[src/rtl/rv32i_decode_stage_if.sv]
// Fetch-side and execute-side handshake bundle of the RV32I decode stage.
// slave is the decode stage's own view, master is the view of whatever drives it.
interface rv32i_decode_stage_if #(
   parameter int XLEN = 32
);
   logic            valid_i;
   logic            ready_o;
   logic [31:0]     instr_i;
   logic [XLEN-1:0] pc_i;
   logic            valid_o;
   logic            ready_i;
   logic [4:0]      op_o;
   logic [2:0]      funct3_o;
   logic [4:0]      rs1_o;
   logic [4:0]      rs2_o;
   logic [4:0]      rd_o;
   logic [XLEN-1:0] imm_o;
   logic [XLEN-1:0] pc_o;
   logic            illegal_o;

   modport slave (
      input  valid_i, instr_i, pc_i, ready_i,
      output ready_o, valid_o, op_o, funct3_o, rs1_o, rs2_o, rd_o, imm_o, pc_o, illegal_o
   );

   modport master (
      output valid_i, instr_i, pc_i, ready_i,
      input  ready_o, valid_o, op_o, funct3_o, rs1_o, rs2_o, rd_o, imm_o, pc_o, illegal_o
   );
endinterface

[src/rtl/rv32i_decode_stage.sv]
// Registered RV32I decoder, 1 cycle latency, full throughput via an OUT + SKID pair.
// Backpressure: one extra word lands in SKID while OUT stalls; ready_o is simply !SKID.valid.
module rv32i_decode_stage #(
   parameter int XLEN = 32
) (
   input  logic                 clk_i,
   input  logic                 rst_i,
   input  logic                 flush_i,
   rv32i_decode_stage_if.slave  bus
);
   typedef enum logic [4:0] {
      OP_ADDI, OP_SLTI, OP_SLTIU, OP_ANDI, OP_ORI, OP_XORI, OP_SLLI, OP_SRLI,
      OP_SRAI, OP_LUI, OP_AUIPC, OP_ADD, OP_SUB, OP_SLT, OP_SLTU, OP_SLL,
      OP_SRL, OP_SRA, OP_AND, OP_OR, OP_XOR, OP_JAL, OP_JALR, OP_BEQ,
      OP_BNE, OP_BLT, OP_BLTU, OP_BGE, OP_BGEU, OP_LOAD, OP_STORE, OP_ILLEGAL
   } op_e;

   typedef enum logic [2:0] {FMT_R, FMT_I, FMT_SH, FMT_S, FMT_B, FMT_U, FMT_J, FMT_X} fmt_e;

   typedef struct packed {
      logic [4:0]      op;
      logic [2:0]      funct3;
      logic [4:0]      rs1;
      logic [4:0]      rs2;
      logic [4:0]      rd;
      logic [XLEN-1:0] imm;
      logic [XLEN-1:0] pc;
      logic            illegal;
   } meta_t;

   logic [31:0] ins;
   logic [2:0]  f3;
   logic [6:0]  f7;
   op_e         op;
   fmt_e        fmt;
   meta_t       dec;
   meta_t       out_dat, skid_dat;
   logic        out_vld, skid_vld;
   logic        accept;

   assign ins = bus.instr_i;
   assign f3  = ins[14:12];
   assign f7  = ins[31:25];

   always_comb begin
      op  = OP_ILLEGAL;
      fmt = FMT_X;
      if (ins[1:0] == 2'b11) begin
         case (ins[6:2])
            5'b01101: begin op = OP_LUI;   fmt = FMT_U; end
            5'b00101: begin op = OP_AUIPC; fmt = FMT_U; end
            5'b11011: begin op = OP_JAL;   fmt = FMT_J; end
            5'b11001: if (f3 == 3'b000) begin op = OP_JALR; fmt = FMT_I; end
            5'b11000: begin
               fmt = FMT_B;
               case (f3)
                  3'b000:  op = OP_BEQ;
                  3'b001:  op = OP_BNE;
                  3'b100:  op = OP_BLT;
                  3'b101:  op = OP_BGE;
                  3'b110:  op = OP_BLTU;
                  3'b111:  op = OP_BGEU;
                  default: fmt = FMT_X;
               endcase
            end
            5'b00000: if (f3 inside {3'b000, 3'b001, 3'b010, 3'b100, 3'b101}) begin
               op = OP_LOAD; fmt = FMT_I;
            end
            5'b01000: if (f3 <= 3'b010) begin op = OP_STORE; fmt = FMT_S; end
            5'b00100: begin
               fmt = FMT_I;
               case (f3)
                  3'b000: op = OP_ADDI;
                  3'b010: op = OP_SLTI;
                  3'b011: op = OP_SLTIU;
                  3'b100: op = OP_XORI;
                  3'b110: op = OP_ORI;
                  3'b111: op = OP_ANDI;
                  3'b001: begin
                     fmt = (f7 == 7'b0000000) ? FMT_SH : FMT_X;
                     if (f7 == 7'b0000000) op = OP_SLLI;
                  end
                  default: begin
                     fmt = FMT_SH;
                     if (f7 == 7'b0000000)      op = OP_SRLI;
                     else if (f7 == 7'b0100000) op = OP_SRAI;
                     else                       fmt = FMT_X;
                  end
               endcase
            end
            5'b01100: begin
               fmt = FMT_R;
               if (f7 == 7'b0000000) begin
                  case (f3)
                     3'b000:  op = OP_ADD;
                     3'b001:  op = OP_SLL;
                     3'b010:  op = OP_SLT;
                     3'b011:  op = OP_SLTU;
                     3'b100:  op = OP_XOR;
                     3'b101:  op = OP_SRL;
                     3'b110:  op = OP_OR;
                     default: op = OP_AND;
                  endcase
               end else if (f7 == 7'b0100000 && f3 == 3'b000) op = OP_SUB;
               else if (f7 == 7'b0100000 && f3 == 3'b101)     op = OP_SRA;
               else                                           fmt = FMT_X;
            end
            default: ;
         endcase
      end
   end

   // Register indexes and immediate follow the format; an illegal word keeps them all zero.
   always_comb begin
      dec         = '0;
      dec.op      = op;
      dec.funct3  = f3;
      dec.pc      = bus.pc_i;
      dec.illegal = (op == OP_ILLEGAL);
      case (fmt)
         FMT_R:  begin dec.rs1 = ins[19:15]; dec.rs2 = ins[24:20]; dec.rd = ins[11:7]; end
         FMT_I:  begin
            dec.rs1 = ins[19:15]; dec.rd = ins[11:7];
            dec.imm = {{20{ins[31]}}, ins[31:20]};
         end
         FMT_SH: begin
            dec.rs1 = ins[19:15]; dec.rd = ins[11:7];
            dec.imm = {27'b0, ins[24:20]};
         end
         FMT_S:  begin
            dec.rs1 = ins[19:15]; dec.rs2 = ins[24:20];
            dec.imm = {{20{ins[31]}}, ins[31:25], ins[11:7]};
         end
         FMT_B:  begin
            dec.rs1 = ins[19:15]; dec.rs2 = ins[24:20];
            dec.imm = {{19{ins[31]}}, ins[31], ins[7], ins[30:25], ins[11:8], 1'b0};
         end
         FMT_U:  begin dec.rd = ins[11:7]; dec.imm = {ins[31:12], 12'b0}; end
         FMT_J:  begin
            dec.rd  = ins[11:7];
            dec.imm = {{11{ins[31]}}, ins[31], ins[19:12], ins[20], ins[30:21], 1'b0};
         end
         default: ;
      endcase
   end

   assign accept = bus.valid_i & ~skid_vld;

   always_ff @(posedge clk_i or posedge rst_i) begin
      if (rst_i) begin
         out_vld  <= 1'b0;
         skid_vld <= 1'b0;
         out_dat  <= '0;
         skid_dat <= '0;
      end else if (flush_i) begin
         out_vld  <= 1'b0;
         skid_vld <= 1'b0;
      end else if (!out_vld || bus.ready_i) begin
         // SKID always holds the younger word, so it refills OUT before any new input.
         if (skid_vld) begin
            out_dat  <= skid_dat;
            out_vld  <= 1'b1;
            skid_vld <= 1'b0;
         end else begin
            out_vld <= accept;
            if (accept) out_dat <= dec;
         end
      end else if (accept) begin
         skid_dat <= dec;
         skid_vld <= 1'b1;
      end
   end

   assign bus.ready_o   = ~skid_vld;
   assign bus.valid_o   = out_vld;
   assign bus.op_o      = out_dat.op;
   assign bus.funct3_o  = out_dat.funct3;
   assign bus.rs1_o     = out_dat.rs1;
   assign bus.rs2_o     = out_dat.rs2;
   assign bus.rd_o      = out_dat.rd;
   assign bus.imm_o     = out_dat.imm;
   assign bus.pc_o      = out_dat.pc;
   assign bus.illegal_o = out_dat.illegal;
endmodule

[src/flat_wrapper.sv]
// flat-port wrapper written by rule: the top's interface ports become plain ports
module rv32i_decode_stage_flat 
#(
   parameter int XLEN = 32
)
  (clk_i, rst_i, flush_i, bus_valid_i, bus_instr_i, bus_pc_i, bus_ready_i, bus_ready_o, bus_valid_o, bus_op_o, bus_funct3_o, bus_rs1_o, bus_rs2_o, bus_rd_o, bus_imm_o, bus_pc_o, bus_illegal_o);
  rv32i_decode_stage_if #(.XLEN(XLEN)) bus_i ();
  input  logic clk_i;
  input  logic rst_i;
  input  logic flush_i;
  input wire logic [$bits(bus_i.valid_i)-1:0] bus_valid_i;
  input wire logic [$bits(bus_i.instr_i)-1:0] bus_instr_i;
  input wire logic [$bits(bus_i.pc_i)-1:0] bus_pc_i;
  input wire logic [$bits(bus_i.ready_i)-1:0] bus_ready_i;
  output wire logic [$bits(bus_i.ready_o)-1:0] bus_ready_o;
  output wire logic [$bits(bus_i.valid_o)-1:0] bus_valid_o;
  output wire logic [$bits(bus_i.op_o)-1:0] bus_op_o;
  output wire logic [$bits(bus_i.funct3_o)-1:0] bus_funct3_o;
  output wire logic [$bits(bus_i.rs1_o)-1:0] bus_rs1_o;
  output wire logic [$bits(bus_i.rs2_o)-1:0] bus_rs2_o;
  output wire logic [$bits(bus_i.rd_o)-1:0] bus_rd_o;
  output wire logic [$bits(bus_i.imm_o)-1:0] bus_imm_o;
  output wire logic [$bits(bus_i.pc_o)-1:0] bus_pc_o;
  output wire logic [$bits(bus_i.illegal_o)-1:0] bus_illegal_o;
  assign bus_i.valid_i = bus_valid_i;
  assign bus_i.instr_i = bus_instr_i;
  assign bus_i.pc_i = bus_pc_i;
  assign bus_i.ready_i = bus_ready_i;
  assign bus_ready_o = bus_i.ready_o;
  assign bus_valid_o = bus_i.valid_o;
  assign bus_op_o = bus_i.op_o;
  assign bus_funct3_o = bus_i.funct3_o;
  assign bus_rs1_o = bus_i.rs1_o;
  assign bus_rs2_o = bus_i.rs2_o;
  assign bus_rd_o = bus_i.rd_o;
  assign bus_imm_o = bus_i.imm_o;
  assign bus_pc_o = bus_i.pc_o;
  assign bus_illegal_o = bus_i.illegal_o;
  rv32i_decode_stage #(.XLEN(XLEN)) u_core (.clk_i(clk_i), .rst_i(rst_i), .flush_i(flush_i), .bus(bus_i));
endmodule
[config.mk]
export PLATFORM = sky130hd
export DESIGN_NAME = rv32i_decode_stage_flat
export DESIGN_NICKNAME = d
export VERILOG_FILES = /design/src/rtl/rv32i_decode_stage_if.sv /design/src/rtl/rv32i_decode_stage.sv /design/src/flat_wrapper.sv
export SDC_FILE = /design/constraint.sdc
export NUM_CORES = 1
export LEC_CHECK = 0
export CAP_MARGIN = 20
export CORE_MARGIN = 2
export CORE_UTILIZATION = 47
export DETAILED_ROUTE_END_ITERATION = 6
export GPL_TIMING_DRIVEN = 1
export PLACE_DENSITY_LB_ADDON = 0.25
export SLEW_MARGIN = 20
export SYNTH_ARGS = -nofsm -noshare
export SYNTH_HDL_FRONTEND = slang
export SYNTH_SLANG_ARGS = --single-unit
[constraint.sdc]
create_clock -name clk_i -period 5 [get_ports clk_i]
set_input_delay 0.5 -clock clk_i [delete_from_list [all_inputs] [get_ports clk_i]]
set_output_delay 0.5 -clock clk_i [all_outputs]
set_load 0.05 [all_outputs]
* After elaboration in Yosys (flattened, before gate mapping)
Cells that the tools add are included.
** Word-level totals
- Register bits :: 178
- Latch bits :: 0
- Memory bits (writable) :: 0
- Memory bits (read-only) :: 0
- Input port bits :: 69
- Output and inout bits :: 90
- Logic and storage cells :: 106
- Memories :: 0
** Operators by class
- $add $sub $neg :: 0
- $mul :: 0
- Divide/modulo/power cells :: 0
- Magnitude comparators :: 1
- Equality and inequality tests :: 24
- Shift-type cells :: 0
- Mux-type cells :: 39
- Bitwise gates (word level) :: 4
- Reductions and logical operators :: 20
** Operators with widths (count)
- $pmux 32 s6 :: 1
- $mux 88 :: 2
- $pmux 5 s7 :: 2
- $mux 5 :: 9
- $pmux 5 s9 :: 1
- $mux 3 :: 10
- $pmux 3 s8 :: 1
- $pmux 4 s6 :: 1
- $eq 3x3->1 const B :: 7
- $eq 5x5->1 const B :: 4
- $eq 5x4->1 const B :: 3
- $eq 3x2->1 const B :: 4
- $reduce_or 6->1 :: 2
- $eq 5x3->1 const B :: 2
- $reduce_or 5->1 :: 2
- $mux 4 :: 2
- $eq 7x6->1 const B :: 1
- $logic_not 7->1 :: 1
- $mux 1 :: 7
- $eq 3x1->1 const B :: 2
- $logic_not 3->1 :: 2
- $pmux 3 s2 :: 1
- $reduce_and 3->1 :: 2
- $logic_not 5->1 :: 1
- 13 further kinds :: 18

* Depth between registers and ports, before layout
- Depth after elaboration :: 12
- Gate-level depth with buffers :: 11
- Depth with buffers taken out :: 8

* Worst setup path after synthesis
No wires, ideal clock.
- Path type :: input to register
- Start point :: in bus_instr_i[25]
- End point :: reg u_core.skid_dat[63] (netlist name)
- Library setup time :: 132 ps
- Data arrival time :: 2734 ps
- Data required time :: 4868 ps
- Setup slack :: 2134 ps
- Cell stages on the path :: 9
- Path buffers :: 2
- Cell sequence :: or4_4 nor3_4 a211oi_1 or4b_1 buf_2 xnor2_4 buf_6 a22oi_1 o21ai_1
** On the way
- Longest elaborated chain between the ends :: 9
- Elaborated cells on any way between the ends :: 20
- Those cells by class :: eq/ne (7); mux (10); reduce/logical (3)
** Ends and longest elaborated chain
- from (decl) :: line flat_wrapper.sv:12 : input wire logic [$bits(bus_i.instr_i)-1:0] bus_instr_i;
- $eq 7x6->1 :: line rv32i_decode_stage.sv:86, rv32i_decode_stage.sv:104, rv32i_decode_stage.sv:105
- $logic_and 1x1->1 :: line rv32i_decode_stage.sv:105 : else if (f7 == 7'b0100000 && f3 == 3'b101) op = OP_SRA;
- $mux 3 :: line rv32i_decode_stage.sv:105
- $mux 3 :: line rv32i_decode_stage.sv:104 : end else if (f7 == 7'b0100000 && f3 == 3'b000) op = OP_SUB;
- $mux 3 :: line rv32i_decode_stage.sv:93 : if (f7 == 7'b0000000) begin
- $pmux 3 s8 (*) :: line rv32i_decode_stage.sv:49 : case (ins[6:2])
- $mux 3 (*) :: line rv32i_decode_stage.sv:48 : if (ins[1:0] == 2'b11) begin
- $eq 3x3->1, or another cell as far along :: line rv32i_decode_stage.sv:120 : case (fmt)
- $pmux 32 s6 (*) :: line rv32i_decode_stage.sv:120
- to (signal assigned) :: line rv32i_decode_stage.sv:154 : skid_dat <= '0;
- to (signal assigned) :: line rv32i_decode_stage.sv:169 : skid_dat <= dec;
- to (decl) :: line rv32i_decode_stage.sv:37 : meta_t out_dat, skid_dat;
Every way passes the cells marked *; elsewhere a longest branch is shown, timed or not.
A chain may end at the register's enable or synchronous reset.

* Worst setup path after layout
- Start point :: in bus_instr_i[4]
- End point :: reg u_core.out_dat (netlist bit u_core.bus.imm_o[16])
** On the way
- Longest elaborated chain between the ends :: 8
- Elaborated cells on any way between the ends :: 21
- Those cells by class :: eq/ne (14); mux (5); reduce/logical (2)
** Ends and longest elaborated chain
- $eq 5x4->1 / $eq 5x3->1 (equally long branches) :: line rv32i_decode_stage.sv:49
- $reduce_or 2->1 (no line)
- $pmux 3 s8 (*) :: line rv32i_decode_stage.sv:49
- $mux 3 (*) :: line rv32i_decode_stage.sv:48
- $eq 3x3->1, or another cell as far along :: line rv32i_decode_stage.sv:120
- $pmux 32 s6 (*) :: line rv32i_decode_stage.sv:120
- $mux 88 (*) :: line rv32i_decode_stage.sv:166 : if (accept) out_dat <= dec;
- $mux 88 (*) :: line rv32i_decode_stage.sv:160 : if (skid_vld) begin
- to (signal assigned) :: line rv32i_decode_stage.sv:161 : out_dat <= skid_dat;
- to (decl) :: line rv32i_decode_stage.sv:37
Every way passes the cells marked *; elsewhere a longest branch is shown, timed or not. The select of a mux whose other input is x is not followed.

==> Implementation_results.wiki <==
{| class="wikitable"
! Metric !! Value
|-
| Detail Placement HPWL || ~14 mm
|-
| Vias in the first global route || approximately 6900
|-
| Critical Path End Type || register
|-
| Achievable clock frequency || approximately 0.28 GHz
|-
| Worst skew pair latency || 430 ps
|-
| Inserted Clock Buffers || 17
|-
| Post-synthesis instance total || slightly above 900
|-
| Startpoint-to-endpoint class of the critical path || in2reg
|-
| Warnings, synthesis || 0
|-
| Reg2Reg Launch Point || u_core.skid_vld
|-
| Clock transition at path regs || roughly 70 ps
|-
| GPL Wtd Cong || between 0.8 and 0.9
|-
| Vias after detailed routing || between 7000 and 8000
|-
| Power density over the cells || 393.2 nW/µm²
|-
| Area after detailed placement || around 10000 µm²
|-
| Startpoint types || input port
|-
| Count of state elements after synthesis || around 180
|-
| Slew at the pin closest to its max-slew limit || 1085 ps
|-
| Die Wd || 136.7 µm
|-
| Most used DFF post-synth || sky130_fd_sc_hd__dfrtp_1
|-
| Worst IR Drop VDD || approximately 0.24 mV
|-
| Ports || ~160
|-
| Worst Path Arrival || approximately 3900 ps
|-
| Root cell of the clock tree || sky130_fd_sc_hd__clkbuf_16
|-
| # Post-CTS Setup Buffers || 0
|-
| Number of H-tree levels || 4
|-
| Routed wirelength normalized by instance count || around 17 µm
|-
| Leakage || approximately 0.0046 µW
|-
| Number of fill cells || about 1500
|-
| Vert. Die Dim || around 140 µm
|-
| P&R area growth vs syn || 28.33%
|-
| Worst Setup Slack post-DPL || about 920 ps
|-
| Hold violation count in the final report || 0
|-
| Area of the placeable core || between 15000 and 20000 µm²
|-
| Launching instance or port of the critical path || bus_instr_i[4]
|-
| FFs w/ async S/R, synth || 100.0%
|-
| Routed Wire Length || roughly 22 mm
|-
| Number of placement rows || 48
|-
| Post-route antenna net violation count || 0
|-
| 1st-pass router iterations || 5
|-
| Crit-path most repeated cell || sky130_fd_sc_hd__a21oi_1
|-
| Fraction of layout cells with a size suffix above 1 || approximately 6%
|-
| Setup repair after global routing missed its margin || false
|-
| Number of diodes added for antenna fixing || 0
|-
| Number of max-cap violations || 0
|-
| Number of setup violations in the final report || 0
|-
| Hold buffer count at cts || 0
|-
| Leading cell type in the layout, fill and taps excluded || sky130_fd_sc_hd__nand2_1
|-
| Port Buffers || roughly 160
|-
| Num Clock Sinks || about 180
|-
| CTS tree || done
|-
| Die Area || 18680 µm²
|-
| Most frequent cells in the layout || sky130_fd_sc_hd__nand2_1 (234), sky130_fd_sc_hd__dfrtp_1 (177), sky130_fd_sc_hd__clkdlybuf4s50_1 (158)
|-
| Maximum number of pins on one net before global-route repair || 179
|-
| Number of library cell types mapped by synthesis || 51
|-
| Source of the worst hold timing path || u_core.skid_dat[34]
|-
| DRC violations left || 0
|-
| Final period util || 72.64%
|-
| EDFF count, synth || 0
|-
| Slowest stage delay, CP || about 700 ps
|-
| Cell area after synthesis || 8273 µm²
|-
| Setup tns final || 0 ps
|-
| Relative max-transition margin || ~28%
|-
| Mean instance size in the synthesized netlist || slightly below 9 µm²
|-
| Class of the most critical hold timing path || reg2reg
|-
| Post-layout nets || 1114
|-
| Worst setup skew after layout || around 8.1 ps
|-
| Peak fanout along the critical path || 13
|-
| Top cells by area, synth || sky130_fd_sc_hd__dfrtp_1 (54%), sky130_fd_sc_hd__nand2_1 (11%), sky130_fd_sc_hd__a21oi_1 (5.2%), sky130_fd_sc_hd__mux2i_1 (4.6%), sky130_fd_sc_hd__o21ai_0 (4.4%)
|-
| Post-route core utilization || roughly three fifths
|-
| Max Root-Sink Buffers || 2
|-
| Drt via density || 5.524
|-
| Cell type with the highest aggregate area in the netlist || sky130_fd_sc_hd__dfrtp_1
|-
| Critical-path cell list || clkdlybuf4s50_1 -> nor3b_1 -> nand3b_1 -> a21oi_2 -> or4b_1 -> nand2_1 -> a21oi_1 -> a21oi_1
|-
| Critical path required time || 5280 ps
|-
| First-pass GRT wire length || roughly 36 mm
|-
| Starting density of the core || a little under half
|-
| Post-synth top area share || 53.84%
|-
| Slowest cell on crit path || sky130_fd_sc_hd__clkdlybuf4s50_1
|-
| Run status || finished clean
|-
| Minimum clock period || about 3600 ps
|-
| Number of pins exceeding their max-slew limit in the final report || 0
|-
| Share of synthesized area occupied by flip-flops and latches || 53.84%
|-
| Worst path setup slack after routing || about 1400 ps
|-
| Post-route cell area || roughly 11000 µm²
|-
| Gr ovfl total || 0
|-
| Post-Syn Nets || 994
|-
| Quantity of gates resized following cts || 0
|-
| Number of antenna violations at the first check in global routing || 0
|-
| Number of DRC markers in iteration 0 || 458
|-
| Overall track demand over capacity in global routing || 24.25%
|}
[worst max-delay path, delay by kind of cell]
family                 cells  cell delay [ps]
AND/OR/NAND/NOR            4             1500
buffers and inverters      1              700
AO/OA/AOI/OAI              3             1220
[metal layers]
layer	global-route usage (%)	vias to the layer above	wire (µm)
li1	-	3411	-
met4	9.086	0	507
met3	3.556	39	937
met2	37.81	207	10140
met1	34.45	3430	9971
met5	0	-	0
[synthesized netlist by cell type (2+ instances only)]
cell type and instances:
sky130_fd_sc_hd__nor2_1 45, sky130_fd_sc_hd__a22oi_1 16, sky130_fd_sc_hd__a31oi_1 6, sky130_fd_sc_hd__nor3_4 2, sky130_fd_sc_hd__o2111ai_1 3, sky130_fd_sc_hd__a211oi_1 6
sky130_fd_sc_hd__o21a_1 10, sky130_fd_sc_hd__or2_2 4, sky130_fd_sc_hd__or3_1 12, sky130_fd_sc_hd__o21ai_1 34, sky130_fd_sc_hd__nor3_1 6, sky130_fd_sc_hd__nor3b_1 2
sky130_fd_sc_hd__dfrtp_1 178, sky130_fd_sc_hd__a21oi_1 86, sky130_fd_sc_hd__inv_1 4, sky130_fd_sc_hd__nand2b_1 4, sky130_fd_sc_hd__and3_1 17, sky130_fd_sc_hd__and2_1 3
sky130_fd_sc_hd__buf_2 3, sky130_fd_sc_hd__nand2_1 236, sky130_fd_sc_hd__nor4b_1 2, sky130_fd_sc_hd__nand3_1 36, sky130_fd_sc_hd__o21ai_0 73, sky130_fd_sc_hd__nand3b_1 3
sky130_fd_sc_hd__nor2b_1 5, sky130_fd_sc_hd__buf_1 8, sky130_fd_sc_hd__mux2i_1 38, sky130_fd_sc_hd__clkbuf_1 56, sky130_fd_sc_hd__o211ai_1 5
[cells by family (layout without fill, tap and decap cells)]
| kind of cell | Yosys count | in the layout | synth area share [%] |
|---|---|---|---|
| AOI/OAI and AO/OA | 247 | 247 | 16.62 |
| buffers and inverters | 72 | 205 | 3.403 |
| and+or+nand+nor | 386 | 386 | 20.86 |
| muxes | 39 | 39 | 4.734 |
| xor gates and xnor gates | 3 | 3 | 0.5445 |
| DFF | 178 | 178 | 53.84 |
[final timing paths]
path                                         to  slack [ps]  cells after the start
max in group asynchronous   u_core.skid_dat[41]        3520                      3
max reg2reg                 u_core.skid_dat[47]        2280                      4
min in group asynchronous    u_core.bus.pc_o[3]         580                      3
min                         u_core.skid_dat[34]         470                      2
min reg2reg                 u_core.skid_dat[34]         470                      2
max                        u_core.bus.imm_o[16]        1370                      8
[state kept, by name, indices dropped and copies added (netlist names)]
register,flops
u_core.bus.funct3_o,3
u_core.bus.illegal_o,1
u_core.bus.imm_o,32
u_core.bus.op_o,5
u_core.bus.pc_o,32
u_core.bus.rd_o,5
u_core.bus.rs1_o,5
u_core.bus.rs2_o,5
u_core.bus.valid_o,1
u_core.skid_dat,88
u_core.skid_vld,1
[cell type report]
cell class / instances / area (µm²) / area share [%]
clock inverter: 13 / 173.9 / 1.638
inverter: 4 / 18.77 / 0.1768
multi-input combinational: 675 / 3555 / 33.48
tap: 225 / 281.5 / 2.652
clock buffer: 19 / 452.9 / 4.266
timing repair buffer: 169 / 1677 / 15.79
sequential: 178 / 4458 / 41.99
[report_power, final]
part | switching [µW] | leakage [µW] | internal [µW]
registers | 116 | 0.00227 | 1650
logic | 662 | 0.00206 | 343
clock network | 579 | 0.000302 | 823
total | 1360 | 0.00463 | 2820
[per-stage QoR]
stage	power (µW)	cells	hold slack, ps
6_report	4174	1283	469.0
5_1_grt	4367	1283	493.9
4_1_cts	4210	1283	471.0
3_5_place_dp	2803	1251	456.1
3_3_place_gp	2783	1251	451.1
2_1_floorplan	2420	925	439.0
Power figures use the tool's default switching activity.
==> variant (config.mk and constraints unchanged) <==
Make the reset (`rst_i`) synchronous in one clocked block.
--- a/src/rtl/rv32i_decode_stage.sv
+++ b/src/rtl/rv32i_decode_stage.sv
@@ -148,3 +148,3 @@
 
-   always_ff @(posedge clk_i or posedge rst_i) begin
+   always_ff @(posedge clk_i) begin
       if (rst_i) begin
Behaviour: differs if rst_i is asserted again (counterexample within 4 cycles, from zero or initial values and one cycle with rst_i high); with rst_i held inactive, the same outputs for 4 cycles.
==> variant against the unedited design <==
Sequential share of layout area decreased by 6.9 points. Power is 20% lower. Cell count is 1.7% higher. Sequential cell count is the same. Synthesized area down 4.0%. Setup slack gained 0.026 ns. Routed wire length is 3.1% higher. Clock skew is 0.0067 ns higher. Sequential power shrank 15%. Register-to-register slack worse by 0.09 ns. Final area shrank 4.1%. Die area fell by 3.9%. Largest power group unchanged.
==> variant: results (changes against the unedited design) <==
Global routing
  • Vias in the first global route: 6,788 (was 6,871)
  • Largest net degree at the start of global routing: 104 (was 179)
  • Tot GR Track Use: 24.5% (was 24.2%)
  • Global-route wire length before repair: 35,300 um (was 35,600 um)
  • Antenna violations before repair: 1 (was 0)

Timing
  • Layout Skew: 0.0148 ns (was 0.00810 ns)
  • Setup TNS: 0 ns (unchanged)
  • Worst rel slew slack: 27.3% (was 27.6%)

Setup path
  • FF-to-FF path depth: 6 (was 4)
  • Top delay family on crit path: compound AO/OA/AOI/OAI gates (was simple AND/OR/NAND/NOR gates)
  • Crit path max fanout: 16 (was 13)
  • CP max-delay cell: a31oi_1 (was clkdlybuf4s50_1)
  • Largest stage delay, worst path: 0.88 ns (was 0.70 ns)
  • WP data arrival: 3.88 ns (was 3.92 ns)

Yosys
  • Seq/Total Area, Yosys: 44.9% (was 53.8%)
  • Fraction of registers with async set or reset after synthesis: 0% (was 100%)
  • Yosys Warn Count: 0 (unchanged)
  • Post-synth EDFFs: 0 (unchanged)
  • Top cells by count, synth: 178 x dfxtp_1, 161 x nand2_1, 102 x nor2_1 (was 236 x nand2_1, 178 x dfrtp_1, 86 x a21oi_1)
  • Synthesized Nets: 1,035 (was 994)
  • Number of distinct library cells after synthesis: 68 (was 51)
  • Synth top area cells: dfxtp_1 45%, nand2_1 7.6%, a211oi_1 6.6%, a21oi_1 5.3%, nor2_1 4.8% (was dfrtp_1 54%, nand2_1 11%, a21oi_1 5.2%, mux2i_1 4.6%, o21ai_0 4.4%)

Routing
  • Wire per inst: 17.0 um (was 16.8 um)
  • Initial DRC Count: 518 (was 458)
  • Avg Vias per Cell: 5.75 (was 5.52)

Clocking
  • H-tree lvl count: 4 (unchanged)
  • CTS-repair resized insts: 0 (unchanged)
  • Deepest clock path buffer count: 2 (unchanged)
  • Worst-path clk slew: 0.07 ns (about the same)
  • CTS Buf Count: 17 (unchanged)
  • Clock Latency Late Sink: 0.43 ns (about the same)
  • Root Driver: clkbuf_16 (unchanged)
  • Post-CTS Setup Bufs: 0 (unchanged)

Placed design
  • Input/output buffers: 158 (unchanged)
  • DP Worst Slack: 1.01 ns (was 0.917 ns)
  • Hpwl dp: 14,500 um (was 13,600 um)
  • Gpl congestion: 0.928 (was 0.896)

Hold path
  • Hold Path Cell Cnt: 2 (unchanged)
  • Hold Path Class: reg2reg (unchanged)

Pwr
  • Leak: 3.28 nW (was 4.63 nW)
  • VDD IR max: 250 uV (was 237 uV)

Finish
  • Largest register by flop count: u_core.skid_dat (unchanged)
  • Share of layout cells above drive strength 1: 6.46% (was 5.86%)
  • Max FFs per register: 88 (unchanged)
  • Final #Nets: 1,140 (was 1,114)
  • Fillcell total: 1,473 (was 1,460)

Status
  • Status: finished clean (unchanged)
variant: cell count changes after synthesis, sizes merged, moves of 56 or more:
cell,unedited run,this run
dfxtp,0,178
nand2,236,161
dfrtp,178,0
a211oi,6,73
o21ai,108,35
nor2,46,102
variant: metrics by stage:
stage,hold WS [ns],cells,utilization [%],cell area [sq um]
finish,0.450,1305,61.6,10200
floorplan,0.432,966,-,7940
global route,0.466,1304,61.6,10200
detailed placement,0.444,1272,58.1,9600
global placement,0.438,1272,58.1,9600
CTS,0.452,1304,61.6,10200
variant: final timing paths:
check                 startpoint                   end  slack, ns
min reg2reg  u_core.skid_dat[79]   u_core.skid_dat[79]       0.45
max reg2reg      u_core.skid_vld  u_core.bus.imm_o[30]       2.19
min          u_core.skid_dat[79]   u_core.skid_dat[79]       0.45
max               bus_instr_i[2]   u_core.skid_dat[57]       1.39
variant: logic make-up after synthesis:
group	count (synthesis)	share of synthesized area (%)
DFF	178	44.9
muxes	36	4.54
xor gates and xnor gates	4	0.536
and+or+nand+nor	381	22.0
AOI/OAI and AO/OA	275	23.6
buffers and inverters	92	4.46
variant: layout make-up:
type                    instances  area share [%]
clock buffers                  23            4.99
multi-input cells             696            39.7
clock inverters                 9           0.676
inverters                       7           0.258
flip-flops and latches        178            35.1
well taps                     220            2.71
repair buffers                171            16.6
diodes                          1          0.0246
variant: power by group:
part | internal [W] | total (W) | switching [W]
registers | 0.00147 | 0.00150 | 0.0000282
logic | 0.000199 | 0.000562 | 0.000363
clock network | 0.000719 | 0.00129 | 0.000566
variant: layer usage:
| metal | GRT usage [%] | part of all wire [%] |
|---|---|---|
| met4 | 8.16 | 1.9 |
| met2 | 38.3 | 46 |
| met5 | 0 | 0.049 |
| met1 | 33.4 | 45 |
| met3 | 5.78 | 6.9 |
